### src/rtl/mem_arb_pkg.sv
// Shared types for the two-client memory arbiter: client IDs and arbiter states.
package mem_arb_pkg;

  localparam int ID_W = 1;

  typedef enum logic [ID_W-1:0] {
    CL_IC = 1'b0,
    CL_DC = 1'b1
  } client_e;

  typedef enum logic {
    ARB,
    WDATA
  } state_e;

endpackage

### src/rtl/mem_arb_id_fifo.sv
// In-order FIFO of client IDs for outstanding reads; head is visible combinationally.
module mem_arb_id_fifo #(
  parameter int DEPTH = 4,
  parameter int ID_W  = 1
) (
  input  logic            clk,
  input  logic            reset_n,
  input  logic            push,
  input  logic            pop,
  input  logic [ID_W-1:0] din,
  output logic [ID_W-1:0] dout,
  output logic            full,
  output logic            empty
);

  localparam int PTR_W = $clog2(DEPTH);
  localparam logic [PTR_W:0] FULL_CNT = (PTR_W+1)'(DEPTH);

  logic [ID_W-1:0]  mem [DEPTH];
  logic [PTR_W-1:0] wr_ptr_reg;
  logic [PTR_W-1:0] rd_ptr_reg;
  logic [PTR_W:0]   count_reg;
  logic             do_push;
  logic             do_pop;

  assign full    = (count_reg == FULL_CNT);
  assign empty   = (count_reg == '0);
  assign do_push = push & ~full;
  assign do_pop  = pop & ~empty;
  assign dout    = mem[rd_ptr_reg];

  // Storage has no reset: only the pointers define what is valid.
  always_ff @(posedge clk) begin
    if (do_push) mem[wr_ptr_reg] <= din;
  end

  always_ff @(posedge clk) begin
    if (!reset_n) begin
      wr_ptr_reg <= '0;
      rd_ptr_reg <= '0;
      count_reg  <= '0;
    end else begin
      if (do_push) wr_ptr_reg <= wr_ptr_reg + 1'b1;
      if (do_pop)  rd_ptr_reg <= rd_ptr_reg + 1'b1;
      case ({do_push, do_pop})
        2'b10:   count_reg <= count_reg + 1'b1;
        2'b01:   count_reg <= count_reg - 1'b1;
        default: count_reg <= count_reg;
      endcase
    end
  end

endmodule

### src/rtl/mem_arbiter.sv
// Round-robin merge of I-cache and D-cache memory ports onto one memory port.
// Optional statistics counters are enabled with MEM_ARB_STATS_EN.
module mem_arbiter
  import mem_arb_pkg::*;
#(
  parameter int ADDR_W = 28,
  parameter int DATA_W = 128,
  parameter int DEPTH  = 4
) (
  input  logic                clk,
  input  logic                reset_n,
  input  logic                ic_req_val,
  output logic                ic_req_rdy,
  input  logic [ADDR_W-1:0]   ic_req_addr,
  input  logic                ic_req_rw,
  input  logic                ic_req_data_valid,
  output logic                ic_req_data_ready,
  input  logic [DATA_W-1:0]   ic_req_data_bits,
  input  logic [DATA_W/8-1:0] ic_req_data_mask,
  output logic                ic_resp_val,
  output logic [DATA_W-1:0]   ic_resp_data,
  input  logic                dc_req_val,
  output logic                dc_req_rdy,
  input  logic [ADDR_W-1:0]   dc_req_addr,
  input  logic                dc_req_rw,
  input  logic                dc_req_data_valid,
  output logic                dc_req_data_ready,
  input  logic [DATA_W-1:0]   dc_req_data_bits,
  input  logic [DATA_W/8-1:0] dc_req_data_mask,
  output logic                dc_resp_val,
  output logic [DATA_W-1:0]   dc_resp_data,
  output logic                mem_req_val,
  input  logic                mem_req_rdy,
  output logic [ADDR_W-1:0]   mem_req_addr,
  output logic                mem_req_rw,
  output logic                mem_req_data_valid,
  input  logic                mem_req_data_ready,
  output logic [DATA_W-1:0]   mem_req_data_bits,
  output logic [DATA_W/8-1:0] mem_req_data_mask,
  input  logic                mem_resp_val,
  input  logic [DATA_W-1:0]   mem_resp_data,
  output logic                err_spurious
`ifdef MEM_ARB_STATS_EN
  ,
  output logic [31:0]         stat_ic_grants,
  output logic [31:0]         stat_dc_grants,
  output logic [31:0]         stat_stall_cycles
`endif
);

  state_e    state_reg, state_next;
  client_e   rr_ptr_reg, rr_ptr_next;
  client_e   owner_reg, owner_next;
  client_e   sel;
  logic      sel_val;
  logic      sel_rw;
  logic      req_val;
  logic      fifo_push, fifo_pop, fifo_full, fifo_empty;
  logic [ID_W-1:0] fifo_dout;
  logic      err_spurious_reg;

  always_comb begin
    sel = CL_IC;
    if (ic_req_val && dc_req_val) sel = rr_ptr_reg;
    else if (dc_req_val)          sel = CL_DC;
    sel_val           = ic_req_val | dc_req_val;
    sel_rw            = (sel == CL_DC) ? dc_req_rw : ic_req_rw;
    mem_req_addr      = (sel == CL_DC) ? dc_req_addr : ic_req_addr;
    mem_req_rw        = sel_rw;
    mem_req_data_bits = (owner_reg == CL_DC) ? dc_req_data_bits : ic_req_data_bits;
    mem_req_data_mask = (owner_reg == CL_DC) ? dc_req_data_mask : ic_req_data_mask;
    req_val            = 1'b0;
    ic_req_rdy         = 1'b0;
    dc_req_rdy         = 1'b0;
    mem_req_data_valid = 1'b0;
    ic_req_data_ready  = 1'b0;
    dc_req_data_ready  = 1'b0;
    fifo_push          = 1'b0;
    state_next         = state_reg;
    rr_ptr_next        = rr_ptr_reg;
    owner_next         = owner_reg;
    // Every val/rdy stays low while reset_n is asserted.
    if (reset_n) begin
      case (state_reg)
        ARB: begin
          req_val = sel_val & ~(~sel_rw & fifo_full);
          if (sel == CL_DC) dc_req_rdy = mem_req_rdy & req_val;
          else              ic_req_rdy = mem_req_rdy & req_val;
          if (req_val && mem_req_rdy) begin
            rr_ptr_next = (sel == CL_IC) ? CL_DC : CL_IC;
            if (sel_rw) begin
              owner_next = sel;
              state_next = WDATA;
            end else begin
              fifo_push = 1'b1;
            end
          end
        end
        WDATA: begin
          if (owner_reg == CL_DC) begin
            mem_req_data_valid = dc_req_data_valid;
            dc_req_data_ready  = mem_req_data_ready;
          end else begin
            mem_req_data_valid = ic_req_data_valid;
            ic_req_data_ready  = mem_req_data_ready;
          end
          if (mem_req_data_valid && mem_req_data_ready) state_next = ARB;
        end
        default: state_next = ARB;
      endcase
    end
    mem_req_val = req_val;
  end

  always_ff @(posedge clk) begin
    if (!reset_n) begin
      state_reg        <= ARB;
      rr_ptr_reg       <= CL_IC;
      owner_reg        <= CL_IC;
      err_spurious_reg <= 1'b0;
    end else begin
      state_reg  <= state_next;
      rr_ptr_reg <= rr_ptr_next;
      owner_reg  <= owner_next;
      if (mem_resp_val && fifo_empty) err_spurious_reg <= 1'b1;
    end
  end

  mem_arb_id_fifo #(
    .DEPTH (DEPTH),
    .ID_W  (ID_W)
  ) u_id_fifo (
    .clk     (clk),
    .reset_n (reset_n),
    .push    (fifo_push),
    .pop     (fifo_pop),
    .din     (sel),
    .dout    (fifo_dout),
    .full    (fifo_full),
    .empty   (fifo_empty)
  );

  assign fifo_pop     = reset_n & mem_resp_val & ~fifo_empty;
  assign ic_resp_val  = fifo_pop & (fifo_dout == CL_IC);
  assign dc_resp_val  = fifo_pop & (fifo_dout == CL_DC);
  assign ic_resp_data = mem_resp_data;
  assign dc_resp_data = mem_resp_data;
  assign err_spurious = err_spurious_reg;

`ifdef MEM_ARB_STATS_EN
  logic [31:0] ic_grants_reg, dc_grants_reg, stall_reg;
  logic        stall;

  assign stall = (ic_req_val & ~ic_req_rdy) | (dc_req_val & ~dc_req_rdy);

  // All counters saturate at all-ones rather than wrapping.
  always_ff @(posedge clk) begin
    if (!reset_n) begin
      ic_grants_reg <= '0;
      dc_grants_reg <= '0;
      stall_reg     <= '0;
    end else begin
      if (ic_req_val && ic_req_rdy && ic_grants_reg != '1) ic_grants_reg <= ic_grants_reg + 1'b1;
      if (dc_req_val && dc_req_rdy && dc_grants_reg != '1) dc_grants_reg <= dc_grants_reg + 1'b1;
      if (stall && stall_reg != '1) stall_reg <= stall_reg + 1'b1;
    end
  end

  assign stat_ic_grants    = ic_grants_reg;
  assign stat_dc_grants    = dc_grants_reg;
  assign stat_stall_cycles = stall_reg;
`endif

endmodule

### config.mk
export PLATFORM = sky130hd
export DESIGN_NAME = mem_arbiter
export DESIGN_NICKNAME = d
export VERILOG_FILES = /design/src/rtl/mem_arb_pkg.sv /design/src/rtl/mem_arb_id_fifo.sv /design/src/rtl/mem_arbiter.sv
export SDC_FILE = /design/constraint.sdc
export NUM_CORES = 1
export LEC_CHECK = 0
export ABC_CLOCK_PERIOD_IN_PS = 6600
export CAP_MARGIN = 0
export CELL_PAD_IN_SITES_DETAIL_PLACEMENT = 0
export CELL_PAD_IN_SITES_GLOBAL_PLACEMENT = 1
export CORE_AREA = 2 2 361 363
export DETAILED_ROUTE_END_ITERATION = 6
export DIE_AREA = 0 0 363 365
export PLACE_DENSITY_LB_ADDON = 0.1
export SETUP_SLACK_MARGIN = 0.05
export SLEW_MARGIN = 20
export SYNTH_ARGS = -nofsm -noshare
export SYNTH_HDL_FRONTEND = slang
export SYNTH_HIERARCHICAL = 1
export SYNTH_SLANG_ARGS = --single-unit
### constraint.sdc
create_clock -name clk -period 6.6 [get_ports clk]
set_clock_uncertainty 0.15 [all_clocks]
set_input_delay 1.98 -clock clk [delete_from_list [all_inputs] [get_ports clk]]
set_output_delay 1.98 -clock clk [all_outputs]
set_load 0.02 [all_outputs]
==> reports/qor.csv <==
stage,metric,value,unit
setup_path,reg2reg_depth,13,
final_layout,multiInputGateArea,2810,um^2
clocking,postCtsHoldBufs,0,
sta,setup_total_negative_slack,0,ps
global_route,first_global_vias,5573,
final_layout,areaGrowthSynthToFinish,99.0,%
setup_path,cpLargestDelayFamily,buffers and inverters,
synthesis,synth_cell_type_count,41,
placed_design,hpwlAfterDp,43200,um
floorplan,io_pins,921,
clocking,cts_setup_buffers,0,
clocking,h-tree-depth,1,
synthesis,synth_top_flop_cell,sky130_fd_sc_hd__dfxtp_1,
setup_path,critical_path_peak_fanout,26,
run_status,result_of_the_run,"finished, final reports clean",
setup_path,worst_path_largest_cell_delay,600,ps
sta,final-hold-violation-count,0,
setup_path,setup.worst_path.class,in -> out,
final_layout,regArea,384,um^2
sta,drv_slew,0,
setup_path,timing.critical_path.arrival,3950,ps
clocking,cts_tree,done,
clocking,numClockSinks,17,
setup_path,startpoint,ic_req_val,
synthesis,synth_top_cells_by_count,"sky130_fd_sc_hd__buf_4, sky130_fd_sc_hd__mux2_4, sky130_fd_sc_hd__nand2_1",
synthesis,synth.cell_area,5500,um^2
synthesis,netlist.area_leader.share,0.351,
routing,drt-initial-drc-count,80,
placed_design,detailedPlace.worstSlack,459,ps
floorplan,coreArea,129000,um^2
setup_path,cp-endpoint,mem_req_addr[15],
floorplan,start_util,0.0427,
synthesis,synthesis.yosys.warnings,6,
routing,drt_pass1_iterations,4,
global_route,grt-ovfl-total,0,
setup_path,cp_num_buf_inv,4,
worst_hold_path,hold_class,reg -> reg,
synthesis,syn-mean-instance-area,9.06,um^2
global_route,grt_usage,0.0655,
floorplan,die_w,363,um
synthesis,synth.yosys.seq_area_share,0.0692,
final_layout,final_layout_size_suffix_gt1_frac,0.199,
clocking,cts_root_buf,sky130_fd_sc_hd__clkbuf_16,
power_and_ir_drop,static-leakage-power,3.64,nW
synthesis,synth_top_area_cell,sky130_fd_sc_hd__buf_4,
final_layout,finalCoreUtilization,0.0850,
routing,antenna_left,0,
routing,drt-total-wl,47400,um
synthesis,postSynthNetCount,1096,
routing,post-route-drc-count,0,
clocking,cts-resized-gates,0,
final_layout,num-nets-final,1371,
synthesis,synth.ff_latch_count,17,
placed_design,dp.cells,2552,
routing,avgRoutedWirePerCell,18.5,um
synthesis,syn_inst,607,
power_and_ir_drop,ratio_of_total_power_to_cell_area,82.0,nW/um^2
floorplan,num_rows,132,
setup_path,cp-end-kind,output pin,
setup_path,cp_cell_sequence,"clkdlybuf4s50_1, inv_1, o21ai_2, buf_4, nand2_1, nand2_1, clkdlybuf4s50_1",
sta,tightest_slew,595,ps
setup_path,worst_setup_path_start_kind,input pin,
routing,ratio_of_routed_vias_to_standard_cells,1.98,
sta,setup_slack,519,ps
clocking,clock_latency_on_the_worst_skew_pair,250,ps
clocking,clkTransAtPathRegs,60,ps
power_and_ir_drop,vdd_drop_max,0.0599,mV
sta,post_route_clock_period_utilization,0.921,
floorplan,die_height,365,um
setup_path,regToRegStartpoint,rr_ptr_reg,
sta,final_setup_viols,0,
placed_design,replace_congestion,0.726,
synthesis,post_synth_main_area_contributors,"sky130_fd_sc_hd__buf_4, sky130_fd_sc_hd__mux2_4, sky130_fd_sc_hd__mux2_2",
setup_path,slowest_stage,sky130_fd_sc_hd__clkdlybuf4s50_1,
power_and_ir_drop,report.power.total,0.897,mW
sta,rsz0062_at_grt,no,
setup_path,reg2reg_slack,3470,ps
setup_path,crit_required,4470,ps
final_layout,n_antenna_cell,0,
clocking,clock_tree.buffer_depth,2,
sta,finalWorstPathRequiredPeriod,6080,ps
final_layout,fillerInstances,15000,
placed_design,place.port_buffers,536,
routing,dr_total_vias,5070,
sta,max_freq,164,MHz
setup_path,path_depth,7,
synthesis,synthMostInstantiatedCell,sky130_fd_sc_hd__buf_4,
floorplan,dieArea,132000,um^2
synthesis,synth-async-reset-ratio,0,
final_layout,stdcell_count,2556,
global_route,antenna_found_initial,10,
worst_hold_path,hold_path.startpoint,u_id_fifo/rd_ptr_reg[0],
global_route,largest_net_degree_at_the_start_of_global_routing,35,
setup_path,reg2reg_to,u_id_fifo/count_reg[2],
synthesis,synth_enable_flop_cells,4,
clocking,cts_inserted_buffers,3,
sta,timing.slew.headroom,0.604,
global_route,grt_first_pass_wirelength,57600,um
flow_run,cap_viol_max_count,0,
==> worst min path at each step <==
| stage | depth (start not counted) | to |
|---|---|---|
| after floorplan | 2 | flop |
| after global placement | 2 | u_id_fifo/rd_ptr_reg[0] |
| after detailed placement | 2 | u_id_fifo/rd_ptr_reg[0] |
| after CTS | 2 | u_id_fifo/rd_ptr_reg[0] |
| after global routing | 2 | u_id_fifo/rd_ptr_reg[1] |
| final | 2 | u_id_fifo/rd_ptr_reg[0] |
==> routing by layer <==
metal / global-route usage / wire length (um) / vias up / part of all wire
li1: - / - / 2274 / -
met1: 0.0639 / 15900 / 2153 / 0.34
met4: 0.00342 / 159 / 14 / 0.0034
met2: 0.104 / 21000 / 604 / 0.44
met5: 0.00581 / 195 / - / 0.0041
met3: 0.0636 / 10200 / 25 / 0.21
==> worst min-delay path, stage by stage, from the launching register on <==
cell and delay (ps):
sky130_fd_sc_hd__dfxtp_1 320, sky130_fd_sc_hd__nand2_1 60, sky130_fd_sc_hd__o21ai_0 60
==> placed cells by master (no fill, tap or decap), types with 2 or more instances in the layout <==
cell type and count:
sky130_fd_sc_hd__clkbuf_16 3, sky130_fd_sc_hd__and2_1 7, sky130_fd_sc_hd__nor3_2 2, sky130_fd_sc_hd__or3_1 2
sky130_fd_sc_hd__a21oi_1 3, sky130_fd_sc_hd__buf_4 13, sky130_fd_sc_hd__mux2_2 44, sky130_fd_sc_hd__ha_1 5
sky130_fd_sc_hd__nor2_1 5, sky130_fd_sc_hd__nand2_1 95, sky130_fd_sc_hd__dfxtp_1 12, sky130_fd_sc_hd__buf_12 4
sky130_fd_sc_hd__nor2b_1 4, sky130_fd_sc_hd__inv_2 2, sky130_fd_sc_hd__clkdlybuf4s50_1 534, sky130_fd_sc_hd__mux2i_1 4
sky130_fd_sc_hd__o21ai_0 7, sky130_fd_sc_hd__mux2_4 100, sky130_fd_sc_hd__edfxtp_1 4, sky130_fd_sc_hd__nor3_1 2
sky130_fd_sc_hd__inv_1 9
==> power breakdown <==
group          switching, mW  internal, mW  leakage [nW]
logic                  0.262         0.393          3.46
registers            0.00527         0.109         0.143
clock network         0.0453        0.0819        0.0371
total                  0.313         0.584          3.64
==> stage by stage <==
step	area (um^2)	hold WS (ps)
5_1_grt	10900	368
6_report	10900	343
4_1_cts	10900	345
2_1_floorplan	5500	306
3_5_place_dp	10900	335
3_3_place_gp	10900	329
==> cell families (layout without fill, tap and decap cells) <==
| kind of cell | after synthesis | in the layout | share of synthesized area |
|---|---|---|---|
| AND/OR/NAND/NOR | 122 | 122 | 0.0967 |
| XOR/XNOR | 2 | 2 | 0.00319 |
| flip-flops | 17 | 17 | 0.0692 |
| buffers and inverters | 292 | 566 | 0.419 |
| AO/OA/AOI/OAI | 19 | 19 | 0.0219 |
| multiplexers | 149 | 149 | 0.375 |
| adder cells (fa/ha/maj) | 6 | 6 | 0.0150 |
==> final cells by class <==
cell class,instances,area share
clock buffer,3,0.00686
clock inverter,1,0.000686
inverter,11,0.00377
multi-input combinational,298,0.257
sequential,17,0.0351
tap,1675,0.192
timing repair buffer,551,0.505
No activity file was read; power rests on OpenSTA's default activity.
